**src/rtl/rot_arbiter.sv**
```systemverilog
// Round-robin arbiter for two requesters sharing a 16-bit register.
// Each granted command is a byte load or a bit-serial rotate-right; completion is a tagged done pulse.
module rot_arbiter #(
    parameter  int unsigned CW = 4,
    localparam int unsigned W  = 16
) (
    input  logic          clk,
    input  logic          R,
    input  logic          req0,
    input  logic          req1,
    input  logic          cmd0,
    input  logic          cmd1,
    input  logic [CW-1:0] amt0,
    input  logic [CW-1:0] amt1,
    input  logic [7:0]    d0,
    input  logic [7:0]    d1,
    output logic          gnt0,
    output logic          gnt1,
    output logic          busy,
    output logic          done,
    output logic          done_id,
    output logic [W-1:0]  Q
);

    localparam int unsigned DW = 8;

    typedef enum logic [1:0] {
        S_IDLE = 2'd0,
        S_LOAD = 2'd1,
        S_ROT  = 2'd2,
        S_DONE = 2'd3
    } state_t;

    state_t          state;
    state_t          state_next;

    logic [CW-1:0]   cnt;
    logic [DW-1:0]   data_cap;
    logic            cur_id;
    logic            last;

    logic            any_req;
    logic            gid;
    logic            sel_cmd;
    logic [CW-1:0]   sel_amt;
    logic [DW-1:0]   sel_d;

    logic [W-1:0]    q_next;
    logic [CW-1:0]   cnt_next;
    logic [DW-1:0]   data_next;
    logic            cur_id_next;
    logic            last_next;
    logic            gnt0_next;
    logic            gnt1_next;
    logic            busy_next;
    logic            done_next;
    logic            done_id_next;

    // Round-robin pick: on a tie the requester not served last wins.
    always_comb begin
        any_req = req0 | req1;
        gid     = (req0 & req1) ? ~last : req1;
        sel_cmd = gid ? cmd1 : cmd0;
        sel_amt = gid ? amt1 : amt0;
        sel_d   = gid ? d1   : d0;
    end

    always_ff @(posedge clk or negedge R) begin
        if (!R) begin
            state <= S_IDLE;
        end else begin
            state <= state_next;
        end
    end

    always_comb begin
        state_next = state;
        case (state)
            S_IDLE: begin
                if (any_req) begin
                    state_next = sel_cmd ? S_ROT : S_LOAD;
                end
            end
            S_LOAD:  state_next = S_DONE;
            S_ROT: begin
                if (cnt == '0) begin
                    state_next = S_DONE;
                end
            end
            S_DONE:  state_next = S_IDLE;
            default: state_next = S_IDLE;
        endcase
    end

    // Next values for the datapath and the registered outputs.
    always_comb begin
        q_next       = Q;
        cnt_next     = cnt;
        data_next    = data_cap;
        cur_id_next  = cur_id;
        last_next    = last;
        gnt0_next    = 1'b0;
        gnt1_next    = 1'b0;
        busy_next    = (state_next != S_IDLE);
        done_next    = (state_next == S_DONE);
        done_id_next = (state_next == S_DONE) ? cur_id : 1'b0;
        case (state)
            S_IDLE: begin
                if (any_req) begin
                    cur_id_next = gid;
                    data_next   = sel_d;
                    cnt_next    = sel_amt;
                    last_next   = gid;
                    gnt0_next   = ~gid;
                    gnt1_next   = gid;
                end
            end
            S_LOAD: begin
                q_next = {Q[W-1:DW], data_cap};
            end
            S_ROT: begin
                if (cnt != '0) begin
                    q_next   = {Q[0], Q[W-1:1]};
                    cnt_next = cnt - CW'(1);
                end
            end
            default: begin
            end
        endcase
    end

    always_ff @(posedge clk or negedge R) begin
        if (!R) begin
            Q        <= '0;
            cnt      <= '0;
            data_cap <= '0;
            cur_id   <= 1'b0;
            last     <= 1'b1;
            gnt0     <= 1'b0;
            gnt1     <= 1'b0;
            busy     <= 1'b0;
            done     <= 1'b0;
            done_id  <= 1'b0;
        end else begin
            Q        <= q_next;
            cnt      <= cnt_next;
            data_cap <= data_next;
            cur_id   <= cur_id_next;
            last     <= last_next;
            gnt0     <= gnt0_next;
            gnt1     <= gnt1_next;
            busy     <= busy_next;
            done     <= done_next;
            done_id  <= done_id_next;
        end
    end

    // Grants are one-hot and never overlap a done pulse.
    always_ff @(posedge clk) begin
        if (R) begin
            assert (!(gnt0 && gnt1));
            assert (!(done && (gnt0 || gnt1)));
        end
    end

endmodule

```
**config.mk**
```make
export PLATFORM = sky130hd
export DESIGN_NAME = rot_arbiter
export DESIGN_NICKNAME = d
export VERILOG_FILES = /design/src/rtl/rot_arbiter.sv
export SDC_FILE = /design/constraint.sdc
export NUM_CORES = 1
export LEC_CHECK = 0
export ABC_CLOCK_PERIOD_IN_PS = 3840
export CORE_AREA = 5 5 66 68
export CTS_CLUSTER_DIAMETER = 80
export CTS_CLUSTER_SIZE = 40
export DETAILED_ROUTE_END_ITERATION = 8
export DIE_AREA = 0 0 71 73
export PLACE_DENSITY = 0.82
export RECOVER_POWER = 50
export SYNTH_ARGS = -nofsm -noshare
export SYNTH_HDL_FRONTEND = slang
export SYNTH_SLANG_ARGS = --single-unit
```
**constraint.sdc**
```tcl
create_clock -name clk -period 3.84 [get_ports clk]
set_input_delay 0.576 -clock clk [delete_from_list [all_inputs] [get_ports clk]]
set_output_delay 0.576 -clock clk [all_outputs]
set_load 0.05 [all_outputs]
```
======== After elaboration in Yosys (flattened, before gate mapping) ========
Cells that the tools add are included.
word-level totals
  bits in registers ....................... 37
  latch bits .............................. 0
  memory bits (writable) .................. 0
  memory bits (read-only) ................. 0
  output and inout port bits .............. 21
  word-level logic and storage cells ...... 52
  memories kept ........................... 0
cells by class
  $add $sub $neg .......................... 1
  multiply operators ...................... 0
  divide/modulo/power cells ............... 0
  magnitude comparators ................... 0
  equality and inequality tests ........... 6
  shift operators ......................... 0
  mux-type cells .......................... 18
  bitwise gates (word level) .............. 5
  reductions and logical operators ........ 10
operators with widths
  cell                   count
  $pmux W16 S2           1
  $mux W16               1
  $mux W4                3
  $mux W8                1
  $pmux W2 S4            1
  $pmux W4 S2            1
  $mux W1                7
  $eq A2 B2 Y1 const B   3
  $mux W2                3
  $reduce_and A3 Y1      2
  $reduce_bool A2 Y1     3
  $logic_not A4 Y1       1
  $ne A2 B2 Y1 const B   2
  $reduce_and A2 Y1      2
  $reduce_bool A4 Y1     1
  $sub A4 B1 Y4 const B  1
  $not A1 Y1             3
  $eq A2 B1 Y1 const B   1
  $logic_not A2 Y1       1
  $and A1 B1 Y1          1
  $or A1 B1 Y1           1

======== Depth between registers and ports, before layout ========
  depth after elaboration ................. 8
  depth in mapped cells ................... 8
  depth with buffers taken out ............ 6

======== Least setup slack after synthesis ========
OpenSTA, ideal clock, no wires.
  path kind ............................... register -> register
  start point ............................. register cnt[0]
  end point ............................... register Q[10]
  arrival ................................. 1.529 ns
  path slack .............................. 2.186 ns
  stages on the path, launching flop included .. 6
  buffers on the path ..................... 0
  period minus slack after synthesis ...... 1.654 ns
  path through ............................ dfrtp_1 inv_1 ha_1 or3b_4 nand2_2 mux2_2
between the ends
  longest elaborated chain between the ends .. 2
ends and longest elaborated chain
  item                         RTL line  source
  from (decl)                  37        logic [CW-1:0] cnt;
  from (signal assigned)       146       cnt <= cnt_next;
  $reduce_bool A4 Y1           122       if (cnt != '0) begin
  $reduce_and A3 Y1 (no line)  --
  to (signal assigned)         145       Q <= q_next;
  to (decl)                    22        output logic [W-1:0] Q
Every way passes these cells.
A chain may end at the register's enable or synchronous reset.

======== Worst setup path after layout ========
  start point ............................. input port req1
  end point ............................... register busy
between the ends
  longest elaborated chain between the ends .. 7
  elaborated cells between the ends (all ways) .. 8
ends and longest elaborated chain
  item                  RTL line  source
  from (decl)           10        input logic req1,
  $and A1 B1 Y1         62        gid = (req0 & req1) ? ~last : req1;
  $mux W1               62
  $mux W1               63        sel_cmd = gid ? cmd1 : cmd0;
  $mux W2               81        state_next = sel_cmd ? S_ROT : S_LOAD;
  $mux W2 *             80        if (any_req) begin
  $pmux W2 S4 *         78        case (state)
  $reduce_bool A2 Y1 *  104       busy_next = (state_next != S_IDLE);
  via busy_next         55        logic busy_next;
  to (signal assigned)  152       busy <= busy_next;
  to (decl)             19        output logic busy,
Mark *: on every way through the listed nets, which the timed path passes. The rest lies on a longest branch.

==> flow_metrics.py <==
metrics = {
    "detailed_routing": {
        "drt_iter0_drc": 92,
        "post_drt_wl_per_cell_um": 13.4,
        "dr.pass1.iters": 4,
        "drc": 0,
        "finalWirelength_um": 3550,
        "vias": 1337,
        "viasPerCell": 5.06,
        "antenna_left": 0,
    },
    "global_route": {
        "grt_pass1_wl_um": 6000,
        "grt_pass1_vias": 1305,
        "antenna_found_initial": 0,
        "grt_util_all_layers": 0.145,
        "overflow": 0,
        "grt_max_degree": 38,
    },
    "cts": {
        "cts_setup_buffers": 0,
        "clkLatencyLatePin_ps": 280,
        "cts.clk_slew.worst_paths_ps": 70,
        "h-tree-depth": 2,
        "clock_path_buffers": 2,
        "root_buffer": "clkbuf_8",
        "cts_tree": "done",
        "cts-hold-fix-buffers": 0,
        "cts_resized": 0,
        "cts_sinks": 37,
        "cts_buffers": 5,
    },
    "setup_path": {
        "r2r-start": "cnt[0]$_DFFE_PN0P_",
        "slowest_delay_ps": 600,
        "crit_chain": "clkdlybuf4s50_1 > a21boi_4 > a221oi_4 > a22oi_2 > nand3_1",
        "rr_endpoint": "Q[12]$_DFFE_PN0P_",
        "critical_path_class": "in2reg",
        "cp.arrival_ps": 2290,
        "required_ps": 3990,
        "r2r_setup_slack_ps": 1900,
        "r2r_cells": 5,
        "cp-end-kind": "flip-flop",
        "cpMaxStageDelayCell": "a21boi_4",
        "cp_max_fo": 15,
        "cp-start-kind": "primary input",
    },
    "timing": {
        "fmax_ghz": 0.467,
        "tns_ps": 0,
        "fin_ws_ps": 1700,
        "period_minus_slack_ps": 2140,
        "clock_skew_ps": 9.27,
        "worst_pin_slew_ps": 1910,
        "max_slew_margin": -0.276,
        "hold_violations": 0,
        "rsz0062_at_grt": "false",
        "slew_violations": 38,
        "setup-violations-final": 0,
        "post-route-period-util": 0.558,
    },
    "power": {
        "power_leakage_nw": 1.06,
        "vdd_ir_drop_max_v": 0.000420,
        "p_per_area_mw_per_mm2": 969,
    },
    "run": {
        "maxCapViolCount": 1,
    },
    "cells_and_area": {
        "final_layout_size_suffix_gt1_frac": 0.131,
        "antennaDiodeCount": 0,
        "layout_commonest_cell": "clkdlybuf4s50_1",
        "syn2layout_area_growth_pct": 35.6,
        "utilization": 0.645,
        "nets": 247,
        "final_cell_mix": "clkdlybuf4s50_1 (49), dfrtp_1 (36), mux2i_1 (20), nor2_1 (13), nand2_1 (12)",
    },
    "min_path": {
        "hold_path_class": "reg2reg",
        "hp-start": "cur_id$_DFFE_PN0P_",
        "min_path_cells": 1,
        "min_delay_worst_endpoint": "cur_id$_DFFE_PN0P_",
    },
    "synth": {
        "avgSynthCellArea_sq_um": 11.3,
        "synthDistinctLibCells": 37,
        "syn-cell-area_sq_mm": 0.00181,
        "yosysWarnings": 0,
        "synth_edf_count": 0,
        "async_reset_ff_frac": 1.00,
        "seq_area_frac_synth": 0.513,
        "ys_ff_latch": 37,
        "synth_nets": 194,
        "ys.flop_type": "dfrtp_1",
        "netlist_instances": 160,
    },
    "placed_design": {
        "pre_cts_slack_ps": 1370,
        "gp_congestion": 0.823,
        "io_buffers": 50,
        "dp_hpwl_um": 2660,
    },
    "floorplanning": {
        "die_w_um": 71,
        "dieArea_sq_mm": 0.00518,
        "start_util": 0.476,
        "io_pins": 51,
        "rows": 23,
        "core-area_sq_mm": 0.00380,
        "die_h_um": 73,
    },
    "outcome": {
        "violations": "capacitance limit, slew limit",
        "status": "complete, but fails checks",
    },
}
## metrics by stage
stage                     power [mW]  hold slack [ps]  cell area [sq um]  std cells
after floorplan                 1.68              280               1810        160
after detailed placement        2.07              469               2340        256
after global routing            2.53              500               2450        264
after CTS                       2.40              398               2460        264
after global placement          2.03              463               2340        256
final                           2.37              482               2450        264
## worst max-delay path by stage
stage	start	end	slack, ps	cells past startpoint
5_1_grt	R	cnt[2]$_DFFE_PN0P_	1510	1
2_1_floorplan	cnt[0]$_DFFE_PN0P_	Q[10]$_DFFE_PN0P_	2190	5
4_1_cts	req1	busy$_DFF_PN0_	1670	5
3_3_place_gp	req1	busy$_DFF_PN0_	1450	5
6_report	req1	busy$_DFF_PN0_	1700	5
3_5_place_dp	req1	busy$_DFF_PN0_	1370	5
## cell families (layout without fill, tap and decap cells)
kind of cell / after synthesis / in the layout / share of synthesized area
AO/OA/AOI/OAI: 40 / 40 / 0.164
flip-flops: 37 / 37 / 0.513
AND/OR/NAND/NOR: 37 / 37 / 0.0983
multiplexers: 28 / 28 / 0.161
buffers and inverters: 14 / 68 / 0.0367
adder cells (fa/ha/maj): 4 / 4 / 0.0277
## sequential cells by signal, indices dropped and copies added, names as in the netlist, 2 cells and up
signal    flops
cnt           4
data_cap      8
state         2
Q            16
## critical path: cells and delay by family
kind	cells	cell delay, ps
and+or+nand+nor	1	100
AOI/OAI and AO/OA	3	1060
buffers and inverters	1	550
## cell usage after synthesis, types with 2 or more instances
master | n | area, sq um
a31oi_1 | 2 | 12.5
a22o_1 | 2 | 17.5
nand2_1 | 11 | 41.3
buf_2 | 5 | 25.0
a21o_1 | 2 | 15.0
and2_1 | 2 | 12.5
o21ai_1 | 2 | 10.0
dfrtp_1 | 36 | 901
mux2_2 | 8 | 90.1
mux2i_1 | 20 | 200
a21oi_1 | 10 | 50.1
inv_1 | 8 | 30.0
nor2_1 | 13 | 48.8
nand2b_1 | 3 | 18.8
o21ai_0 | 11 | 55.1
ha_1 | 4 | 50.1
## metal layers
metal  vias to the layer above  global-route usage  wire (um)
met5                         -                   0          0
met4                         0              0.0501         36
met3                         4              0.0386        169
met2                        33               0.232       1750
met1                       630               0.192       1590
li1                        670                   -          -
## report_power, final
| group | switching (mW) | internal, mW |
|---|---|---|
| sequential | 0.134 | 0.591 |
| clock | 0.138 | 0.194 |
| combinational | 0.805 | 0.512 |
## layout make-up
class | instances | area [sq um]
Timing Repair Buffer | 52 | 509
Clock buffer | 5 | 68.8
Clock inverter | 3 | 43.8
Tap cell | 50 | 62.6
Inverter | 8 | 30.0
Sequential cell | 37 | 927
Fill cell | 323 | 1350
Multi-Input combinational cell | 109 | 810
Power figures use the tool's default switching activity.
